`config.mk`:
```
export PLATFORM = sky130hd
export DESIGN_NAME = vga_pattern_gen
export DESIGN_NICKNAME = d
export VERILOG_FILES = /design/src/rtl/vga_pattern_gen.sv
export SDC_FILE = /design/constraint.sdc
export NUM_CORES = 1
export LEC_CHECK = 0
export ABC_AREA = 1
export BUFFER_PORTS_ARGS = -buffer_cell sky130_fd_sc_hd__buf_4
export CAP_MARGIN = 10
export CORE_MARGIN = 10
export CORE_UTILIZATION = 45
export CTS_CLUSTER_SIZE = 28
export DETAILED_ROUTE_END_ITERATION = 10
export GPL_TIMING_DRIVEN = 1
export PLACE_DENSITY = 0.62
export SLEW_MARGIN = 0
export SYNTH_ARGS = -nofsm -noshare
export SYNTH_HDL_FRONTEND = slang
export SYNTH_SLANG_ARGS = --single-unit
export TNS_END_PERCENT = 30
```
`constraint.sdc`:
```
create_clock -name clk -period 5.55 [get_ports clk]
set_input_delay 1.665 -clock clk [delete_from_list [all_inputs] [get_ports clk]]
set_output_delay 1.665 -clock clk [all_outputs]
set_load 0.02 [all_outputs]
```
`src/rtl/vga_pattern_gen.sv`:
```
// VGA timing and test-pattern generator: raster counters, sync/DE generation,
// and solid/bars/checker/band patterns, advancing only on pix_en ticks.
module vga_pattern_gen #(
  parameter int H_ACTIVE  = 640,
  parameter int H_FP      = 16,
  parameter int H_SYNC    = 96,
  parameter int H_BP      = 48,
  parameter int V_ACTIVE  = 480,
  parameter int V_FP      = 10,
  parameter int V_SYNC    = 2,
  parameter int V_BP      = 33,
  parameter int COLOR_W   = 1,
  parameter int CELL_LOG2 = 5
) (
  input  logic                   clk,
  input  logic                   rst_n,
  input  logic                   pix_en,
  input  logic [1:0]             mode,
  input  logic [3*COLOR_W-1:0]   fg_rgb,
  input  logic [3:0]             sel_pos,
  output logic                   hsync,
  output logic                   vsync,
  output logic                   de,
  output logic [9:0]             x,
  output logic [9:0]             y,
  output logic [3*COLOR_W-1:0]   rgb,
  output logic                   frame_start
);

  localparam int RGB_W = 3 * COLOR_W;
  localparam logic [9:0] H_LAST   = 10'(H_ACTIVE + H_FP + H_SYNC + H_BP - 1);
  localparam logic [9:0] V_LAST   = 10'(V_ACTIVE + V_FP + V_SYNC + V_BP - 1);
  localparam logic [9:0] H_VIS    = 10'(H_ACTIVE);
  localparam logic [9:0] V_VIS    = 10'(V_ACTIVE);
  localparam logic [9:0] HS_FIRST = 10'(H_ACTIVE + H_FP);
  localparam logic [9:0] HS_LAST  = 10'(H_ACTIVE + H_FP + H_SYNC - 1);
  localparam logic [9:0] VS_FIRST = 10'(V_ACTIVE + V_FP);
  localparam logic [9:0] VS_LAST  = 10'(V_ACTIVE + V_FP + V_SYNC - 1);
  localparam logic [9:0] BAR_LAST = 10'(H_ACTIVE / 8 - 1);

  logic [9:0]       h_cnt_q, h_cnt_d, v_cnt_q, v_cnt_d;
  logic [9:0]       bar_pix_q, bar_pix_d;
  logic [2:0]       bar_q, bar_d;
  logic [1:0]       mode_q, mode_d;
  logic [RGB_W-1:0] fg_q, fg_d;
  logic [3:0]       sel_q, sel_d;
  logic             hsync_q, hsync_d, vsync_q, vsync_d, de_q, de_d;
  logic [9:0]       x_q, x_d, y_q, y_d;
  logic [RGB_W-1:0] rgb_q, rgb_d;
  logic             fs_q, fs_d;

  logic             frame_top, vis;
  logic [1:0]       mode_eff;
  logic [RGB_W-1:0] fg_eff, pattern;
  logic [3:0]       sel_eff;

  // At (0,0) the live inputs are used so the first pixel already shows the new settings.
  always_comb begin
    frame_top = (h_cnt_q == 10'd0) && (v_cnt_q == 10'd0);
    mode_eff  = frame_top ? mode    : mode_q;
    fg_eff    = frame_top ? fg_rgb  : fg_q;
    sel_eff   = frame_top ? sel_pos : sel_q;
    vis       = (h_cnt_q < H_VIS) && (v_cnt_q < V_VIS);
    pattern   = '0;
    case (mode_eff)
      2'd0: pattern = fg_eff;
      2'd1: pattern = {{COLOR_W{bar_q[2]}}, {COLOR_W{bar_q[1]}}, {COLOR_W{bar_q[0]}}};
      2'd2: pattern = (h_cnt_q[CELL_LOG2] ^ v_cnt_q[CELL_LOG2]) ? fg_eff : '0;
      default: pattern = ((bar_q == sel_eff[2:0]) ^ sel_eff[3]) ? fg_eff : '0;
    endcase
  end

  always_comb begin
    h_cnt_d   = h_cnt_q;
    v_cnt_d   = v_cnt_q;
    bar_pix_d = bar_pix_q;
    bar_d     = bar_q;
    mode_d    = mode_q;
    fg_d      = fg_q;
    sel_d     = sel_q;
    hsync_d   = hsync_q;
    vsync_d   = vsync_q;
    de_d      = de_q;
    x_d       = x_q;
    y_d       = y_q;
    rgb_d     = rgb_q;
    fs_d      = pix_en && frame_top;
    if (pix_en) begin
      if (h_cnt_q == H_LAST) begin
        h_cnt_d   = 10'd0;
        v_cnt_d   = (v_cnt_q == V_LAST) ? 10'd0 : v_cnt_q + 10'd1;
        bar_pix_d = 10'd0;
        bar_d     = 3'd0;
      end else begin
        h_cnt_d = h_cnt_q + 10'd1;
        // Bar index saturates at 7 so leftover pixels widen the last bar.
        if (bar_pix_q == BAR_LAST) begin
          bar_pix_d = 10'd0;
          bar_d     = (bar_q == 3'd7) ? 3'd7 : bar_q + 3'd1;
        end else begin
          bar_pix_d = bar_pix_q + 10'd1;
        end
      end
      if (frame_top) begin
        mode_d = mode;
        fg_d   = fg_rgb;
        sel_d  = sel_pos;
      end
      hsync_d = !((h_cnt_q >= HS_FIRST) && (h_cnt_q <= HS_LAST));
      vsync_d = !((v_cnt_q >= VS_FIRST) && (v_cnt_q <= VS_LAST));
      de_d    = vis;
      x_d     = h_cnt_q;
      y_d     = v_cnt_q;
      rgb_d   = vis ? pattern : '0;
    end
  end

  always_ff @(posedge clk or negedge rst_n) begin
    if (!rst_n) begin
      h_cnt_q   <= '0;
      v_cnt_q   <= '0;
      bar_pix_q <= '0;
      bar_q     <= '0;
      mode_q    <= '0;
      fg_q      <= '0;
      sel_q     <= '0;
      hsync_q   <= 1'b1;
      vsync_q   <= 1'b1;
      de_q      <= 1'b0;
      x_q       <= '0;
      y_q       <= '0;
      rgb_q     <= '0;
      fs_q      <= 1'b0;
    end else begin
      h_cnt_q   <= h_cnt_d;
      v_cnt_q   <= v_cnt_d;
      bar_pix_q <= bar_pix_d;
      bar_q     <= bar_d;
      mode_q    <= mode_d;
      fg_q      <= fg_d;
      sel_q     <= sel_d;
      hsync_q   <= hsync_d;
      vsync_q   <= vsync_d;
      de_q      <= de_d;
      x_q       <= x_d;
      y_q       <= y_d;
      rgb_q     <= rgb_d;
      fs_q      <= fs_d;
    end
  end

  assign hsync       = hsync_q;
  assign vsync       = vsync_q;
  assign de          = de_q;
  assign x           = x_q;
  assign y           = y_q;
  assign rgb         = rgb_q;
  assign frame_start = fs_q;

endmodule

```
==> impl_metrics.tcl <==
set metrics [dict create \
    status "finished, final reports clean" \
    antenna_cells 0 \
    powerDensity_nw_per_um2 356 \
    num_io_pins 39 \
    placed_area_sq_um 3870 \
    synthXorXnorAreaFrac_pct 1.98 \
    routed-wl-met2_um 3630 \
    cp_slowest_cell "nor3_1" \
    dr.max_layer_used "met4" \
    drive_gt1_share_pct 18.4 \
    drc 0 \
    grt_overflow 0 \
    leakagePower_uw 0.00204 \
    rsz0062_at_grt "false" \
    fin_nets 481 \
    place_hpwl_um 5690 \
    drt_iter0_drc 104 \
    hold_violations 0 \
    wl_met3_um 361 \
    hold_ws_ps 479 \
    synthArstFlopShare_pct 100 \
    root_buffer "clkbuf_8" \
    min_path_cells 2 \
    placement.io_buffers 38 \
    core-area_sq_um 7690 \
    critical_path_class "input pin to flip-flop" \
    endpoint_kind "flip-flop" \
    fin_ws_ps 2260 \
    grt_pass1_vias 2853 \
    die_w_um 109 \
    syn_inst 425 \
    fin_area_sq_um 4110 \
    synth_common_cells "nand2_1 (111), dfrtp_1 (67), inv_1 (47)" \
    tritoncts "yes" \
    r2r_cells 15 \
    dp.cells 554 \
    grt_use_total_pct 14.4 \
    area_growth_pct 16.0 \
    synth_mux_area_share_pct 0 \
    avgViaCountPerCell 5.01 \
    finClkSkew_ps 11.5 \
    hp-start "x[4]" \
    ant_nets 0 \
    vias 2856 \
    hold_end "x[4]" \
    post-place-ws_ps 1880 \
    die-area_sq_um 11800 \
    setup_tns_ps 0 \
    die_height_um 109 \
    grt_max_degree 70 \
    syn_nets 443 \
    cts_hold_buf 0 \
    path_common_cell "nor3_1" \
    reg2reg_setup_slack_ps 3250 \
    h-tree-depth 3 \
    place.gp.congestion 0.840 \
    drv_cap 0 \
    wl_per_cell_um 14.1 \
    cts_setup_buffers 0 \
    final_cells 570 \
    irDropWorstVdd_mv 0.163 \
    clock.fmax_ghz 0.304 \
    cp_max_fo 48 \
    synthAdderAreaFrac_pct 2.12 \
    synth_top_area_share_pct 47.4 \
    multi_input_area_sq_um 1530 \
    cts_buffers 9 \
    synth.area.top_cells "dfrtp_1 (47%), nand2_1 (12%), o21ai_0 (5.4%), inv_1 (5.0%), nor2_1 (3.4%)" \
    synth-warning-count 0 \
    cts_resized 0 \
    cp_data_required_time_ps 5790 \
    synth_top_cell_by_area "dfrtp_1" \
    antenna_found_initial 0 \
    routed_wl_um 8020 \
    r2r_end "rgb[1]" \
    synthFlopType "dfrtp_1" \
    clock-sinks 69 \
    clk_latency_ps 350 \
    rows 32 \
    fin_crit_ps 3290 \
    drv_slew 0 \
    synth-seq-cells 69 \
    seqCellArea_sq_um 1730 \
    synth-simple-area-share_pct 29.7 \
    worst_pin_slew_ps 861 \
    grt_pass1_wl_um 13700 \
    slew_headroom_pct 42.6 \
    dr.pass1.iters 4 \
    synth-compound-area-share_pct 9.51 \
    crit_path_start "pix_en" \
    syn_avg_cell_area_sq_um 8.33 \
    fill_cells 743 \
    crit_chain "buf_4 -> inv_2 -> nor3_1 -> nand4_1 -> nor3_1 -> nand2_1 -> nor2_1 -> nor3_1" \
    synth_area_sq_um 3540 \
    ys_seq_area_share_pct 48.9 \
    clk_pin_slew_worst_paths_ps 80 \
    cp-start-kind "input pin" \
    period_share_pct 59.2 \
    synth_cell_type_count 37 \
    synth_top_family_by_area "simple AND/OR/NAND/NOR gates" \
    critical_path.max_stage_delay_ps 440 \
    setup_violations 0 \
    r2r-start "v_cnt_q[1]" \
    crit_arrival_ps 3530 \
    synth.most_common_cell "nand2_1" \
    clk_path_buf_depth 2 \
    start_util_pct 46.0 \
    hold_class "flip-flop to flip-flop" \
    wl_met1_um 3900 \
    synth_edf_count 0 \
]
==> through the flow <==
step                power, uW  utilization, %
finish                   1460            53.4
global placement          987            50.4
floorplan                 883               -
detailed placement        993            50.4
CTS                      1470            53.4
global route             1550            53.4
==> where the power goes <==
group	switching, uW	total, uW	internal, uW
clock network	202	479	277
logic	187	302	115
registers	91.7	680	589
==> registers in the layout, summed over array words and instances (netlist names), 3 cells and up <==
| name | count |
|---|---|
| bar_pix_q | 10 |
| bar_q | 3 |
| x | 10 |
| v_cnt_q | 10 |
| sel_q | 4 |
| rgb | 3 |
| fg_q | 3 |
| y | 10 |
| h_cnt_q | 10 |
==> worst max path at each step <==
stage,to,cells past startpoint
6_report,bar_pix_q[9],8
5_1_grt,bar_pix_q[9],8
4_1_cts,bar_pix_q[9],8
3_5_place_dp,bar_pix_q[9],8
3_3_place_gp,bar_pix_q[9],8
2_1_floorplan,bar_pix_q[9],8
==> per-layer routing <==
layer	vias to the layer above	global-route usage [%]
met3	10	4.07
li1	1454	-
met2	49	22.2
met4	0	4.90
met5	-	0
met1	1343	19.1
==> layout by cell type, fill, tap and decap left out, drive strengths merged <==
| master | synthesis | routed |
|---|---|---|
| ha | 6 | 6 |
| inv | 52 | 52 |
| nand3b | 1 | 1 |
| a211oi | 1 | 1 |
| o21ai | 41 | 41 |
| nand3 | 20 | 20 |
| nor2 | 41 | 41 |
| nor4 | 2 | 2 |
| clkbuf | 4 | 11 |
| clkinvlp | 0 | 3 |
| bufinv | 0 | 2 |
| nor3 | 18 | 18 |
| o2111ai | 2 | 2 |
| o31ai | 2 | 2 |
| or2 | 1 | 1 |
| dfrtp | 67 | 67 |
| a21oi | 15 | 15 |
| nand2 | 118 | 118 |
| a31oi | 2 | 2 |
| dfstp | 2 | 2 |
| nor3b | 4 | 4 |
| nand4 | 11 | 11 |
| buf | 7 | 38 |
| xor2 | 8 | 8 |
==> worst max-delay path, delay by kind of cell <==
family        cells  cell delay (ps)
buf+inv           2              630
simple gates      6             1200
==> logic make-up (layout without fill, tap and decap cells) <==
group,count (synthesis),after routing
buf+inv,63,106
compound gates,63,63
simple gates,216,216
fa+ha+maj,6,6
flops,69,69
xor+xnor,8,8
==> cell type report <==
class	instances	area share (%)
inverters	52	4.75
multi-input cells	293	37.4
repair buffers	38	6.95
flip-flops and latches	69	42.1
clock inverters	5	2.01
well taps	102	3.11
clock buffers	11	3.69
Note: power is estimated with default switching activity, not from simulation.
